## src/rtl/sew_pkg.sv

```systemverilog
// Shared constants and state encoding for the sample sequencer and data_organize.
package sew_pkg;

  localparam int DATA_W  = 11;
  localparam int ADDR_W  = 6;
  localparam int DEPTH   = 64;
  localparam int DECIM_W = 8;

  typedef enum logic [1:0] {
    IDLE,
    ARMED,
    CAPTURE,
    DONE
  } seq_state_t;

endpackage

```

## src/rtl/level_trigger.sv

```systemverilog
// Rising threshold-crossing detector: remembers the previous accepted sample
// and flags when the live sample crosses the threshold from below.
module level_trigger
  import sew_pkg::*;
(
  input  logic              clk,
  input  logic              rst,
  input  logic              clear,
  input  logic              sample_en,
  input  logic [DATA_W-1:0] sample,
  input  logic [DATA_W-1:0] threshold,
  output logic              fire
);

  logic [DATA_W-1:0] prev;
  logic              prev_vld;

  // Previous-sample register; clear forgets history so the first sample after arming cannot fire.
  always_ff @(posedge clk) begin
    // NOTE: state is updated with non-blocking assignments so every register sees pre-edge values.
    if (rst || clear) begin
      prev     <= '0;
      prev_vld <= 1'b0;
    end else if (sample_en) begin
      prev     <= sample;
      prev_vld <= 1'b1;
    end
  end

  // Unsigned crossing compare against the live threshold.
  always_comb begin
    fire = prev_vld && (prev < threshold) && (sample >= threshold);
  end

endmodule

```

## src/rtl/sample_sequencer.sv

```systemverilog
// Arms on request, waits for a rising threshold crossing, then emits DEPTH
// decimated samples as a registered (data, dataChange) slot-write pair.
module sample_sequencer
  import sew_pkg::*;
(
  input  logic               clk,
  input  logic               rst,
  input  logic               in_valid,
  input  logic [DATA_W-1:0]  in_data,
  output logic               in_ready,
  input  logic               arm,
  input  logic [DATA_W-1:0]  threshold,
  input  logic [DECIM_W-1:0] decim,
  output logic [DATA_W-1:0]  data,
  output logic [ADDR_W-1:0]  dataChange,
  output logic               busy,
  output logic               frame_done
);

  seq_state_t         state;
  seq_state_t         state_next;
  logic [DECIM_W-1:0] decim_q;
  logic [DECIM_W-1:0] decim_cnt;
  logic               accept;
  logic               fire;
  logic               trigger;
  logic               keep;

  assign accept  = in_valid && in_ready;
  assign trigger = (state == ARMED) && accept && fire;
  assign keep    = (state == CAPTURE) && accept && (decim_cnt == decim_q);

  level_trigger u_level_trigger (
    .clk       (clk),
    .rst       (rst),
    .clear     (state == IDLE),
    .sample_en ((state == ARMED) && accept),
    .sample    (in_data),
    .threshold (threshold),
    .fire      (fire)
  );

  // State register.
  always_ff @(posedge clk) begin
    if (rst) state <= IDLE;
    else     state <= state_next;
  end

  // Next-state decode; the last kept slot ends the frame through DONE.
  always_comb begin
    // NOTE: default assigned first so no path leaves state_next unassigned (no latch).
    state_next = state;
    unique case (state)
      IDLE:    if (arm) state_next = ARMED;
      ARMED:   if (trigger) state_next = CAPTURE;
      CAPTURE: if (keep && (dataChange == ADDR_W'(DEPTH - 2))) state_next = DONE;
      DONE:    state_next = IDLE;
      default: state_next = IDLE;
    endcase
  end

  // Status outputs are decodes of the registered state, so they change on clock edges only.
  always_comb begin
    in_ready   = (state != DONE);
    busy       = (state == ARMED) || (state == CAPTURE);
    frame_done = (state == DONE);
  end

  // Output pair and decimation control; data and dataChange always update together.
  always_ff @(posedge clk) begin
    if (rst) begin
      data       <= '0;
      dataChange <= '0;
      decim_q    <= '0;
      decim_cnt  <= '0;
    end else if (trigger) begin
      data       <= in_data;
      dataChange <= '0;
      decim_q    <= decim;
      decim_cnt  <= '0;
    end else if ((state == CAPTURE) && accept) begin
      if (keep) begin
        data       <= in_data;
        dataChange <= dataChange + 1'b1;
        decim_cnt  <= '0;
      end else begin
        decim_cnt  <= decim_cnt + 1'b1;
      end
    end
  end

endmodule

```

## config.mk

```make
export PLATFORM = sky130hd
export DESIGN_NAME = sample_sequencer
export DESIGN_NICKNAME = d
export VERILOG_FILES = /design/src/rtl/sew_pkg.sv /design/src/rtl/level_trigger.sv /design/src/rtl/sample_sequencer.sv
export SDC_FILE = /design/constraint.sdc
export NUM_CORES = 1
export LEC_CHECK = 0
export CAP_MARGIN = 30
export CORE_MARGIN = 1.5
export CORE_UTILIZATION = 55
export DETAILED_ROUTE_END_ITERATION = 10
export PLACE_DENSITY_LB_ADDON = 0.15
export SETUP_SLACK_MARGIN = 0.1
export SLEW_MARGIN = 20
export SYNTH_ARGS = -nofsm -noshare
export SYNTH_HDL_FRONTEND = slang
export SYNTH_SLANG_ARGS = --single-unit
```

## constraint.sdc

```tcl
create_clock -name clk -period 5 [get_ports clk]
set_input_delay 1 -clock clk [delete_from_list [all_inputs] [get_ports clk]]
set_output_delay 1 -clock clk [all_outputs]
set_load 0.01 [all_outputs]
```

==> results.py, run 1 <==
metrics = {
    "drt": {
        "drt_first_pass_iters": 4,
        "wl_per_cell_um": 13.7,
        "drc": 0,
        "vias_per_cell": 5.39,
        "num_vias": 2123,
        "drt_iter0_drc": 132,
        "routed_wl_um": 5410,
        "ant_nets": 0,
    },
    "layout": {
        "drive_gt1_share_pct": 4.09,
        "nets": 403,
        "area_growth_pct": 26.0,
        "diodes": 0,
    },
    "timing": {
        "finalSetupTns_ps": 0,
        "whs_ps": 456,
        "fin_crit_sh_pct": 67.7,
        "setup_viol": 0,
        "finalMaxSlewViolations": 0,
        "max-slew-margin-rel_pct": 59.2,
        "fmax_ghz": 0.296,
        "fin_crit_ps": 3380,
        "fin_skew_ps": 8.20,
        "worstMarginPinSlew_ps": 612,
        "hold_viol": 0,
        "fin_ws_ps": 1620,
        "rsz0062_at_grt": "false",
    },
    "grt": {
        "grt_max_degree": 42,
        "grt_overflow": 0,
        "grt_use_total_pct": 22.3,
        "antenna_found_initial": 0,
        "grt_pass1_wl_um": 9000,
        "grt_pass1_vias": 1965,
    },
    "critical_path": {
        "worst_path_dominant_cell_family": "compound AO/OA/AOI/OAI gates",
        "critPathKind": "primary input to flip-flop",
        "reg2reg_to": "state[0]",
        "slowest_delay_ps": 580,
        "slowest_stage": "a2111o_1",
        "worst_setup_path_start_kind": "primary input",
        "crit_buf_inv": 1,
        "startpoint": "in_data[6]",
        "crit_fanout": 13,
        "r2r_cells": 7,
        "arrival_ps": 3620,
        "cp.required_ps": 5240,
        "path_cells": "clkdlybuf4s50_1 > ha_1 > nand4_1 > o21bai_1 > a221oi_1 > a2111o_1 > and2_2 > mux2i_1",
        "cp-end-kind": "flip-flop",
        "reg2reg_from": "state[0]",
        "regToRegSetupSlack_ps": 2160,
    },
    "synthesis": {
        "ys_seq_elements": 47,
        "syn_nets": 351,
        "synthArstFlopShare_pct": 0,
        "ys_types": 34,
        "syn_inst": 289,
        "syn_area_um2": 2560,
        "synth_top_flop_cell": "dfxtp_1",
        "synth_area_per_cell_um2": 8.84,
        "synth_edf_count": 0,
        "yosys_warnings": 0,
        "seq_area_frac_synth_pct": 36.8,
    },
    "die": {
        "ioPinCount": 54,
        "dieArea_um2": 5070,
        "num_rows": 24,
        "die_w_um": 71.2,
        "start_util_pct": 57.9,
        "chipHeight_um": 71.2,
        "core_area_um2": 4410,
    },
    "cts": {
        "cts-resized-gates": 0,
        "clk_latency_ps": 310,
        "clk_pin_slew_ps": 80,
        "cts.root.buffer_cell": "clkbuf_8",
        "clockBufferDepth": 2,
        "cts_tree": "done",
        "cts.sinks": 47,
        "cts_max_level": 2,
        "cts_buffers": 5,
        "ctsHoldBuffers": 0,
        "postCtsSetupBuffers": 0,
    },
    "placement": {
        "dpl.hpwl_um": 4040,
        "gp_congestion": 0.849,
        "portBuffers": 53,
        "dp_slack_ps": 1290,
    },
    "power_and_ir_drop": {
        "power.density_nw_per_um2": 294,
        "ir_drop_mv": 0.207,
        "power.leakage_nw": 1.40,
        "finalPower_mw": 0.948,
    },
    "job": {
        "maxCapViolCount": 0,
    },
    "hold_path": {
        "hold_depth": 2,
        "hp-class": "flip-flop to flip-flop",
        "min_to": "u_level_trigger.prev[0]",
        "min_from": "u_level_trigger.prev[0]",
    },
    "outcome": {
        "status": "completed",
    },
}
==> synthesized netlist by cell type (2+ instances only) <==
cell type / number / area, um^2
xnor2_1: 13 / 114
and3_1: 4 / 25.0
buf_2: 2 / 10.0
xor2_1: 6 / 52.6
a211oi_1: 4 / 30.0
o21ai_0: 2 / 10.0
nor3_1: 7 / 35.0
a21o_1: 2 / 15.0
nand3_1: 8 / 40.0
nand3b_1: 2 / 15.0
nand4_1: 8 / 50.1
a21oi_1: 21 / 105
inv_1: 16 / 60.1
mux2i_1: 20 / 200
nand2_1: 32 / 120
nor2_1: 18 / 67.6
clkbuf_1: 8 / 30.0
dfxtp_1: 47 / 941
nand2b_1: 27 / 169
ha_1: 28 / 350
==> cells in the final DEF, fill, tap and decap left out, types with 4 or more instances in the layout <==
master and count:
clkdlybuf4s50_1 53, dfxtp_1 47, nand2_1 32, ha_1 28, nand2b_1 27, a21oi_1 21, mux2i_1 20, nor2_1 18
inv_1 16, xnor2_1 13, nand3_1 8, nand4_1 8, nor3_1 7, xor2_1 6, clkbuf_8 6, and3_1 4
a211oi_1 4
==> worst reg2reg max path, cell delays in order (launching register included) <==
cell       delay (ps)
dfxtp_1           350
ha_1              250
inv_1             110
and3_1            490
o2111ai_1         210
a2111o_1          660
a221o_1           470
a211oi_1          220
==> flip-flops by register name, summed over array words and instances, names as in the netlist <==
signal	cells
data	11
dataChange	6
decim_cnt	8
decim_q	8
state	2
u_level_trigger.prev	11
u_level_trigger.prev_vld	1
==> through the flow <==
| step | area [um^2] | std cells | util, % |
|---|---|---|---|
| final | 3220 | 394 | 73.0 |
| after global routing | 3220 | 394 | 73.0 |
| after CTS | 3220 | 394 | 73.0 |
| after detailed placement | 3130 | 386 | 70.8 |
| after global placement | 3130 | 386 | 70.8 |
| after floorplan | 2560 | 289 | - |
==> worst max path at each step <==
stage	depth (start not counted)	slack, ps	endpoint
final	8	1620	data[2]
after global routing	9	1450	data[5]
after CTS	8	1610	data[6]
after detailed placement	8	1290	data[9]
after global placement	9	1350	state[0]
after floorplan	8	2230	state[0]
==> where the power goes <==
part           switching, mW  total, mW  internal (mW)  leakage [nW]
Sequential            0.0214      0.422          0.400         0.379
Combinational          0.145      0.284          0.139         0.977
Clock                  0.129      0.243          0.113        0.0484
Total                  0.296      0.948          0.652          1.40
==> per-layer routing <==
metal,vias up,track usage [%],part of all wire (%),routed length (um)
li1,1089,-,-,-
met5,-,0,0,0
met4,0,6.92,1.3,72
met2,51,34.6,44,2410
met3,7,4.84,4.0,215
met1,976,31.2,50,2720
==> cell families (layout without fill, tap and decap cells) <==
group	Yosys count	after routing	share of synthesized area [%]
AO/OA/AOI/OAI	35	35	8.37
XOR/XNOR	19	19	6.51
adder cells (fa/ha/maj)	28	28	13.7
buffers and inverters	26	79	3.92
flip-flops	47	47	36.8
multiplexers	20	20	7.83
AND/OR/NAND/NOR	114	114	22.9
==> cell type report <==
| type | instances | area (um^2) |
|---|---|---|
| clock buffers | 7 | 86.3 |
| inverters | 16 | 60.1 |
| multi-input cells | 216 | 1520 |
| clock inverters | 1 | 8.76 |
| well taps | 52 | 65.1 |
| repair buffers | 55 | 546 |
| fillers | 360 | 1190 |
| flip-flops and latches | 47 | 941 |
(Power assumes the default switching activity.)
==> run 2, diff against run 1 <==
Settings changed: CORE_UTILIZATION 55 to 46.
Clock period 5 ns to 2.8 ns, I/O delays scaled along.
==> results.py, run 2 (synthesis results as in run 1) <==
metrics = {
    "layout": {
        "reg.largest.list": "data: 11 flops, u_level_trigger.prev: 11 flops",
        "final_common_cell": "clkdlybuf4s50_1",
        "area.sequential_um2": 941,
        "stdcell_area_um2": 3390,
        "diodes": 0,
        "area_growth_pct": 32.6,
        "multi_input_area_um2": 1520,
        "layout_common_cells": "53 x clkdlybuf4s50_1, 47 x dfxtp_1, 32 x nand2_1",
        "drive_gt1_share_pct": 9.70,
        "final_cells": 431,
        "nFillCells": 481,
        "nets": 422,
    },
    "power_and_ir_drop": {
        "power.density_nw_per_um2": 506,
        "p_sw_mw": 0.546,
        "power.leakage_nw": 1.49,
        "ir_drop_mv": 0.306,
        "p_int_mw": 1.17,
        "swShare_pct": 31.9,
        "power_frac_seq_pct": 44.0,
        "pwr-share-clk_pct": 24.3,
        "comb_power_share_pct": 31.8,
    },
    "timing": {
        "fin_crit_ps": 2640,
        "finalMaxSlewViolations": 0,
        "worstMarginPinSlew_ps": 470,
        "hold_viol": 0,
        "max-slew-margin-rel_pct": 68.6,
        "fin_crit_sh_pct": 94.3,
        "fmax_ghz": 0.379,
        "fin_skew_ps": 6.36,
        "whs_ps": 454,
        "rsz0062_at_grt": "true",
        "finalSetupTns_ps": 0,
        "setup_viol": 0,
    },
    "job": {
        "maxCapViolCount": 0,
    },
    "hold_path": {
        "min_from": "u_level_trigger.prev[0]",
        "hp-class": "flip-flop to flip-flop",
    },
    "drt": {
        "routed_wl_um": 5590,
        "vias_per_cell": 5.01,
        "drt_iter0_drc": 64,
        "wl_per_cell_um": 13.0,
        "num_vias": 2161,
        "drc": 0,
        "ant_nets": 0,
        "drt_first_pass_iters": 4,
    },
    "critical_path": {
        "slowest_delay_ps": 460,
        "r2r_cells": 8,
        "worst_path_dominant_cell_family": "compound AO/OA/AOI/OAI gates",
        "regToRegSetupSlack_ps": 530,
        "arrival_ps": 2830,
        "critPathCapture": "state[0]",
        "worst_setup_path_start_kind": "primary input",
        "cp-end-kind": "flip-flop",
        "reg2reg_to": "state[0]",
        "reg2reg_from": "state[0]",
        "slowest_stage": "clkdlybuf4s50_1",
        "crit_buf_inv": 3,
        "path_cells": "clkdlybuf4s50_1 > inv_1 > ha_1 > a211oi_1 > o2111ai_1 > a2111o_1 > buf_4 > a211oi_1 > a211oi_2",
        "critPathMostFrequentCell": "a211oi_1",
        "startpoint": "threshold[8]",
        "critPathKind": "primary input to flip-flop",
        "crit_cells": 9,
        "crit_fanout": 11,
        "cp.required_ps": 2990,
    },
    "grt": {
        "grt_use_total_pct": 20.0,
        "antenna_found_initial": 0,
        "grt_max_degree": 23,
        "grt_pass1_vias": 2064,
        "grt_pass1_wl_um": 9540,
        "grt_overflow": 0,
    },
    "placement": {
        "portBuffers": 53,
        "dpl.hpwl_um": 4300,
        "place_area_um2": 3290,
        "post-place-cells": 423,
        "gp_congestion": 0.855,
    },
    "die": {
        "start_util_pct": 48.8,
        "num_rows": 26,
        "die_w_um": 77.5,
        "chipHeight_um": 77.5,
        "core_area_um2": 5240,
        "dieArea_um2": 6010,
        "ioPinCount": 54,
    },
    "cts": {
        "clockBufferDepth": 2,
        "cts_tree": "done",
        "cts.root.buffer_cell": "clkbuf_8",
        "cts.sinks": 47,
        "clk_pin_slew_ps": 90,
        "postCtsSetupBuffers": 0,
        "clk_latency_ps": 300,
        "cts_max_level": 2,
        "cts_buffers": 5,
    },
    "outcome": {
        "status": "completed",
    },
}
run 2: cell type report:
class | instances | area share, %
inverters | 16 | 1.77
flip-flops and latches | 47 | 27.8
well taps | 70 | 2.58
repair buffers | 74 | 20.3
clock buffers | 6 | 2.14
clock inverters | 2 | 0.480
multi-input cells | 216 | 44.9
run 2: per-layer routing:
metal,wire length (um),track usage (%),vias to the layer above
met2,2570,32.0,35
li1,-,-,1127
met5,0,0,-
met3,182,4.35,6
met1,2790,27.0,993
met4,58,5.45,0
run 2: what timing repair did:
| action | 4_1_cts | 5_1_grt |
|---|---|---|
| hold buffers | 0 | 0 |
| gates resized for setup | 0 | 2 |
| endpoints found under the setup margin | 0 | 26 |
run 2: worst reg2reg max path: stages, from the launching register on:
cell and delay, ps:
dfxtp_1 350, inv_1 120, ha_1 230, and3b_1 230, nand3_1 90, or4_4 420, or2_0 210, a221o_1 340
a211oi_2 220
run 2: stage by stage:
| step | worst slack [ps] | utilization [%] | power [mW] |
|---|---|---|---|
| after floorplan | 474 | - | 1.07 |
| after global placement | -74.1 | 62.9 | 1.30 |
| after detailed placement | -168 | 62.9 | 1.31 |
| after CTS | 173 | 64.5 | 1.72 |
| after global routing | 30.2 | 64.7 | 1.82 |
| final | 159 | 64.7 | 1.71 |
run 2: worst min-delay path by stage:
stage | endpoint | slack, ps | depth (start not counted)
floorplan | u_level_trigger.prev[0] | 430 | 2
global placement | u_level_trigger.prev[0] | 440 | 2
detailed placement | u_level_trigger.prev[0] | 450 | 2
CTS | u_level_trigger.prev[0] | 460 | 2
global route | u_level_trigger.prev[0] | 490 | 2
finish | u_level_trigger.prev[0] | 450 | 2
run 2: power by group through the flow:
stage	combinational (mW)	sequential [mW]	clock (mW)
6_report	0.544	0.754	0.416
5_1_grt	0.602	0.759	0.458
4_1_cts	0.541	0.753	0.430
3_5_place_dp	0.539	0.768	0
3_3_place_gp	0.529	0.766	0
2_1_floorplan	0.302	0.769	0
==> run 3, diff against run 2 <==
Settings changed: SLEW_MARGIN 20 to 10.
==> results of run 3 <==
Same layout as run 2: the final DEF is identical, and so are final timing and power.
